## src/rtl/add_pipe.sv

```systemverilog
//------------------------------------------------------------------------------
// Module      : add_pipe
// Description : Carry-segmented pipelined adder/subtractor with valid/ready
//               flow control. Segment k of the carry chain resolves in stage k.
//               Optional saturation on signed overflow: define ADD_PIPE_SAT_EN.
// Revision    : 1.0 - initial release
//------------------------------------------------------------------------------
`default_nettype none

module add_pipe #(
   parameter int WIDTH = 32,
   parameter int SEGS  = 2
) (
   input  logic             clk,
   input  logic             rst,
   input  logic             in_valid,
   output logic             in_ready,
   input  logic [WIDTH-1:0] a,
   input  logic [WIDTH-1:0] b,
   input  logic             sub,
   output logic             out_valid,
   input  logic             out_ready,
   output logic [WIDTH-1:0] sum,
   output logic             cout,
   output logic             ovf,
   output logic             zero
);

   localparam int SW  = WIDTH / SEGS;
   localparam int NP  = (SEGS > 1) ? SEGS - 1 : 1;
   localparam int MSB = WIDTH - 1;

   generate
      if (SEGS < 1 || (WIDTH % SEGS) != 0) begin : g_bad_cfg
         $error("add_pipe: SEGS must be >= 1 and divide WIDTH");
      end
   endgenerate

   // Intermediate stages 0..SEGS-2; the last stage is the output register set
   logic [NP-1:0]    r_v;
   logic [NP-1:0]    r_c;
   logic [WIDTH-1:0] r_a [NP];
   logic [WIDTH-1:0] r_b [NP];
   logic [WIDTH-1:0] r_s [NP];

   logic             r_out_v;
   logic [WIDTH-1:0] r_sum;
   logic             r_cout;
   logic             r_ovf;
   logic             r_zero;

   logic [WIDTH-1:0] w_a [SEGS];
   logic [WIDTH-1:0] w_b [SEGS];
   logic [WIDTH-1:0] w_s [SEGS];
   logic [SEGS-1:0]  w_c;
   logic             w_adv;
   logic             w_last_v;
   logic             w_ovf;
   logic [WIDTH-1:0] w_fsum;

   always_comb begin : p_stage
      logic [SW:0] v_seg;
      logic        v_cin;
      v_seg = '0;
      v_cin = 1'b0;
      for (int k = 0; k < SEGS; k++) begin
         w_a[k] = (k == 0) ? a : r_a[(k > 0) ? k - 1 : 0];
         w_b[k] = (k == 0) ? (sub ? ~b : b) : r_b[(k > 0) ? k - 1 : 0];
         w_s[k] = (k == 0) ? '0 : r_s[(k > 0) ? k - 1 : 0];
         v_cin  = (k == 0) ? sub : r_c[(k > 0) ? k - 1 : 0];
         v_seg  = {1'b0, w_a[k][k*SW +: SW]} + {1'b0, w_b[k][k*SW +: SW]}
                + {{SW{1'b0}}, v_cin};
         w_s[k][k*SW +: SW] = v_seg[SW-1:0];
         w_c[k] = v_seg[SW];
      end
   end

   always_comb begin : p_final
      w_adv    = !r_out_v || out_ready;
      w_last_v = (SEGS == 1) ? in_valid : r_v[NP-1];
      // w_b already holds the effective operand (~B for subtraction)
      w_ovf    = (w_a[SEGS-1][MSB] == w_b[SEGS-1][MSB]) &&
                 (w_s[SEGS-1][MSB] != w_a[SEGS-1][MSB]);
      w_fsum   = w_s[SEGS-1];
`ifdef ADD_PIPE_SAT_EN
      if (w_ovf) begin
         w_fsum = w_a[SEGS-1][MSB] ? {1'b1, {(WIDTH-1){1'b0}}}
                                   : {1'b0, {(WIDTH-1){1'b1}}};
      end
`else
`endif
   end

   always_ff @(posedge clk) begin
      if (rst) begin
         r_v     <= '0;
         r_c     <= '0;
         for (int k = 0; k < NP; k++) begin
            r_a[k] <= '0;
            r_b[k] <= '0;
            r_s[k] <= '0;
         end
         r_out_v <= 1'b0;
         r_sum   <= '0;
         r_cout  <= 1'b0;
         r_ovf   <= 1'b0;
         r_zero  <= 1'b0;
      end else if (w_adv) begin
         for (int k = 0; k < SEGS - 1; k++) begin
            r_v[k] <= (k == 0) ? in_valid : r_v[(k > 0) ? k - 1 : 0];
            r_a[k] <= w_a[k];
            r_b[k] <= w_b[k];
            r_s[k] <= w_s[k];
            r_c[k] <= w_c[k];
         end
         r_out_v <= w_last_v;
         r_sum   <= w_fsum;
         r_cout  <= w_c[SEGS-1];
         r_ovf   <= w_ovf;
         r_zero  <= (w_fsum == '0);
      end
   end

   assign in_ready  = w_adv;
   assign out_valid = r_out_v;
   assign sum       = r_sum;
   assign cout      = r_cout;
   assign ovf       = r_ovf;
   assign zero      = r_zero;

endmodule

`default_nettype wire

```

## config.mk

```make
export PLATFORM = sky130hd
export DESIGN_NAME = add_pipe
export DESIGN_NICKNAME = d
export VERILOG_FILES = /design/src/rtl/add_pipe.sv
export SDC_FILE = /design/constraint.sdc
export NUM_CORES = 1
export LEC_CHECK = 0
export CORE_MARGIN = 3
export CORE_UTILIZATION = 46
export DETAILED_ROUTE_END_ITERATION = 8
export PLACE_DENSITY = 0.74
export SLEW_MARGIN = 20
export SYNTH_ARGS = -nofsm -noshare
export SYNTH_HDL_FRONTEND = slang
export SYNTH_SLANG_ARGS = --single-unit
```

## constraint.sdc

```tcl
create_clock -name clk -period 3.3 [get_ports clk]
set_clock_uncertainty 0.15 [all_clocks]
set_input_delay 0.495 -clock clk [delete_from_list [all_inputs] [get_ports clk]]
set_output_delay 0.495 -clock clk [all_outputs]
set_load 0.02 [all_outputs]
```

==> flow_metrics.env <==
export IMPL_seqPwrFrac_pct=44.8
export IMPL_syn_inst=477
export IMPL_clockRootBuffer="clkbuf_8"
export IMPL_drt_wl_total_mm=11.2
export IMPL_placed_cell_area_sq_um=6050
export IMPL_grt_max_degree=35
export IMPL_fin_cells=740
export IMPL_drt_initial_drc_count=204
export IMPL_detailedPlace_worstSlack_ns=-0.395
export IMPL_grt_pass1_wl_mm=17.4
export IMPL_power_leakage_nw=2.58
export IMPL_power_switching_uw=902
export IMPL_syn_area_per_cell_sq_um=9.86
export IMPL_area_growth_pct=34.7
export IMPL_setup_tns_final_ns=-0.000598
export IMPL_relSlewSlack_pct=70.6
export IMPL_worstMarginPinSlew_ns=0.436
export IMPL_gr_usage_all_layers_pct=19.0
export IMPL_hold_class="reg -> reg"
export IMPL_wl_per_cell_microns=15.1
export IMPL_ys_seq_elements=86
export IMPL_num_nets_final=704
export IMPL_cts_tree="done"
export IMPL_setup_viol=1
export IMPL_setup_ws_ns=-0.000598
export IMPL_fmax_mhz=303
export IMPL_clockBufferDepth=2
export IMPL_grt_antenna_before_repair=0
export IMPL_fillCellCount=795
export IMPL_start_util_pct=47.7
export IMPL_hold_viol=0
export IMPL_ir_worst_vdd_mv=0.227
export IMPL_fin_util_pct=64.3
export IMPL_path_class="reg -> reg"
export IMPL_grt_remaining_overflow=0
export IMPL_seqCellArea_sq_um=2200
export IMPL_synth_nets=579
export IMPL_required_ns=3.42
export IMPL_cts_num_sinks=86
export IMPL_ys_async_sr_fraction_pct=0
export IMPL_diodes=0
export IMPL_period_share_pct=100
export IMPL_final_cell_area_sq_um=6340
export IMPL_startpoint_type="flip-flop"
export IMPL_io_pins=106
export IMPL_fp_dieW_microns=107
export IMPL_rsz0062_at_grt="yes"
export IMPL_num_vias=3928
export IMPL_drc=0
export IMPL_hold_slack_ns=0.301
export IMPL_core_sq_um=9860
export IMPL_cts_clk_slew_worst_paths_ns=0.09
export IMPL_combPwrFrac_pct=30.1
export IMPL_dp_hpwl_mm=8.31
export IMPL_powerDensity_nw_per_um2=469
export IMPL_place_congestion=0.841
export IMPL_clkPwrFrac_pct=25.0
export IMPL_ys_flop_type="edfxtp_1"
export IMPL_antenna_left=0
export IMPL_crit_path_max_fanout=2
export IMPL_ys_seq_area_share_pct=46.8
export IMPL_portBuffers=105
export IMPL_placed_cells_incl_taps=723
export IMPL_clk_latency_ns=0.36
export IMPL_period_needed_ns=3.30
export IMPL_synth_edf_count=48
export IMPL_viasPerCell=5.31
export IMPL_multi_input_area_sq_um=2490
export IMPL_num_rows=36
export IMPL_netSwitchingFraction_pct=30.3
export IMPL_end_kind="flip-flop"
export IMPL_synth_cell_types=47
export IMPL_cts_buffers=9
export IMPL_slew_violations=0
export IMPL_worstPathArrival_ns=3.42
export IMPL_internal_power_mw=2.07
export IMPL_max_cap_violations=0
export IMPL_die_area_sq_um=11500
export IMPL_netlist_area_sq_um=4700
export IMPL_layout_drive_gt1_share_pct=10.5
export IMPL_outcome="complete, but fails checks"
export IMPL_cts_max_level=3
export IMPL_dieHeight_microns=107
export IMPL_first_pass_iters=5
export IMPL_finalPower_mw=2.97
export IMPL_grt_pass1_vias=3647
export IMPL_ys_warn_count=0
export IMPL_violations="negative setup slack"
export IMPL_cts_hold_fix_buffers=0
## worst max-delay path, cell delays in order (launching register included)
cell      delay [ns]
edfxtp_1        0.42
fa_2            0.39
fa_2            0.36
a21o_1          0.20
a22o_1          0.20
o21a_1          0.22
a22o_1          0.23
o221ai_2        0.18
xnor2_1         0.10
or4b_1          0.54
o41ai_2         0.21
## cell usage in the layout, fill, tap and decap left out, types with 5 or more instances in the layout
cell	synthesis	layout
xor2_1	26	25
xnor2_1	30	30
and3_1	5	5
a22o_1	5	5
nor3_1	10	10
edfxtp_1	48	48
a21o_1	8	8
buf_4	0	29
clkdlybuf4s50_1	0	103
o21a_1	5	5
nor2_1	53	53
a211oi_1	9	7
nand2_1	59	59
ha_1	30	30
and2_1	18	18
o21ai_0	12	9
clkbuf_8	0	11
dfxtp_1	38	38
a21oi_1	44	43
## path summary, 6_finish.rpt
kind | from | to | slack, ns | cells after the start
worst min-delay path | sum[20]$_SDFFE_PP0P_ | sum[20]$_SDFFE_PP0P_ | 0.30 | 2
worst max-delay path | r_b[0][16]$_SDFFCE_PN0P_ | zero$_SDFFE_PP0P_ | -0.0006 | 10
worst min register to register | sum[20]$_SDFFE_PP0P_ | sum[20]$_SDFFE_PP0P_ | 0.30 | 2
worst max register to register | r_b[0][16]$_SDFFCE_PN0P_ | zero$_SDFFE_PP0P_ | -0.0006 | 10
## power groups by stage
stage / clock network [mW] / logic (mW) / registers, mW
finish: 0.745 / 0.897 / 1.33
global route: 0.797 / 0.977 / 1.35
CTS: 0.762 / 0.867 / 1.33
detailed placement: 0 / 0.854 / 1.36
global placement: 0 / 0.837 / 1.35
floorplan: 0 / 0.458 / 1.40
## cells in the mapped netlist, types with 5 or more instances
| master | instances | area (sq um) |
|---|---|---|
| a22o_1 | 5 | 43.8 |
| nor3_1 | 10 | 50.1 |
| a21o_1 | 8 | 60.1 |
| and2_1 | 18 | 113 |
| ha_1 | 30 | 375 |
| clkbuf_1 | 17 | 63.8 |
| dfxtp_1 | 38 | 761 |
| a211oi_1 | 9 | 67.6 |
| xor2_1 | 26 | 228 |
| a21oi_1 | 44 | 220 |
| o21ai_0 | 12 | 60.1 |
| edfxtp_1 | 48 | 1440 |
| and3_1 | 5 | 31.3 |
| o21a_1 | 5 | 37.5 |
| nand2_1 | 59 | 221 |
| xnor2_1 | 30 | 263 |
| nor4_1 | 5 | 31.3 |
| nor2_1 | 53 | 199 |
## layer usage
layer / up-vias / track usage, % / part of all wire, %
li1: 1949 / - / -
met1: 1825 / 25.7 / 44
met2: 139 / 31.6 / 48
met3: 15 / 2.71 / 7.0
met4: 0 / 5.75 / 1.4
met5: - / 0 / 0
## area by class of cell
type	instances	area share, %
Multi-Input combinational cell	368	39.3
Sequential cell	86	34.7
Timing Repair Buffer	134	20.0
Clock buffer	13	2.84
Tap cell	133	2.63
Clock inverter	3	0.375
Inverter	3	0.178
## timing repair
| action | CTS | global route |
|---|---|---|
| pin swaps | 4 | 6 |
| setup buffers | 0 | 1 |
| setup endpoints to repair | 2 | 5 |
| resized for setup | 5 | 14 |
## registers in the layout, summed over array words and instances (netlist names)
register,cells
out_valid,1
r_a,16
r_s,16
r_v,1
ovf,1
sum,32
zero,1
p_stage.v_cin,1
r_b,16
cout,1
## logic make-up (layout without fill, tap and decap cells)
family	Yosys count	in the layout	synth area share, %
AO/OA/AOI/OAI	105	105	14.4
flip-flops	86	86	46.8
adder cells (fa/ha/maj)	33	33	9.26
buffers and inverters	23	153	1.84
AND/OR/NAND/NOR	172	172	16.8
XOR/XNOR	56	56	10.4
multiplexers	2	2	0.479
Note: power is estimated with default switching activity, not from simulation.
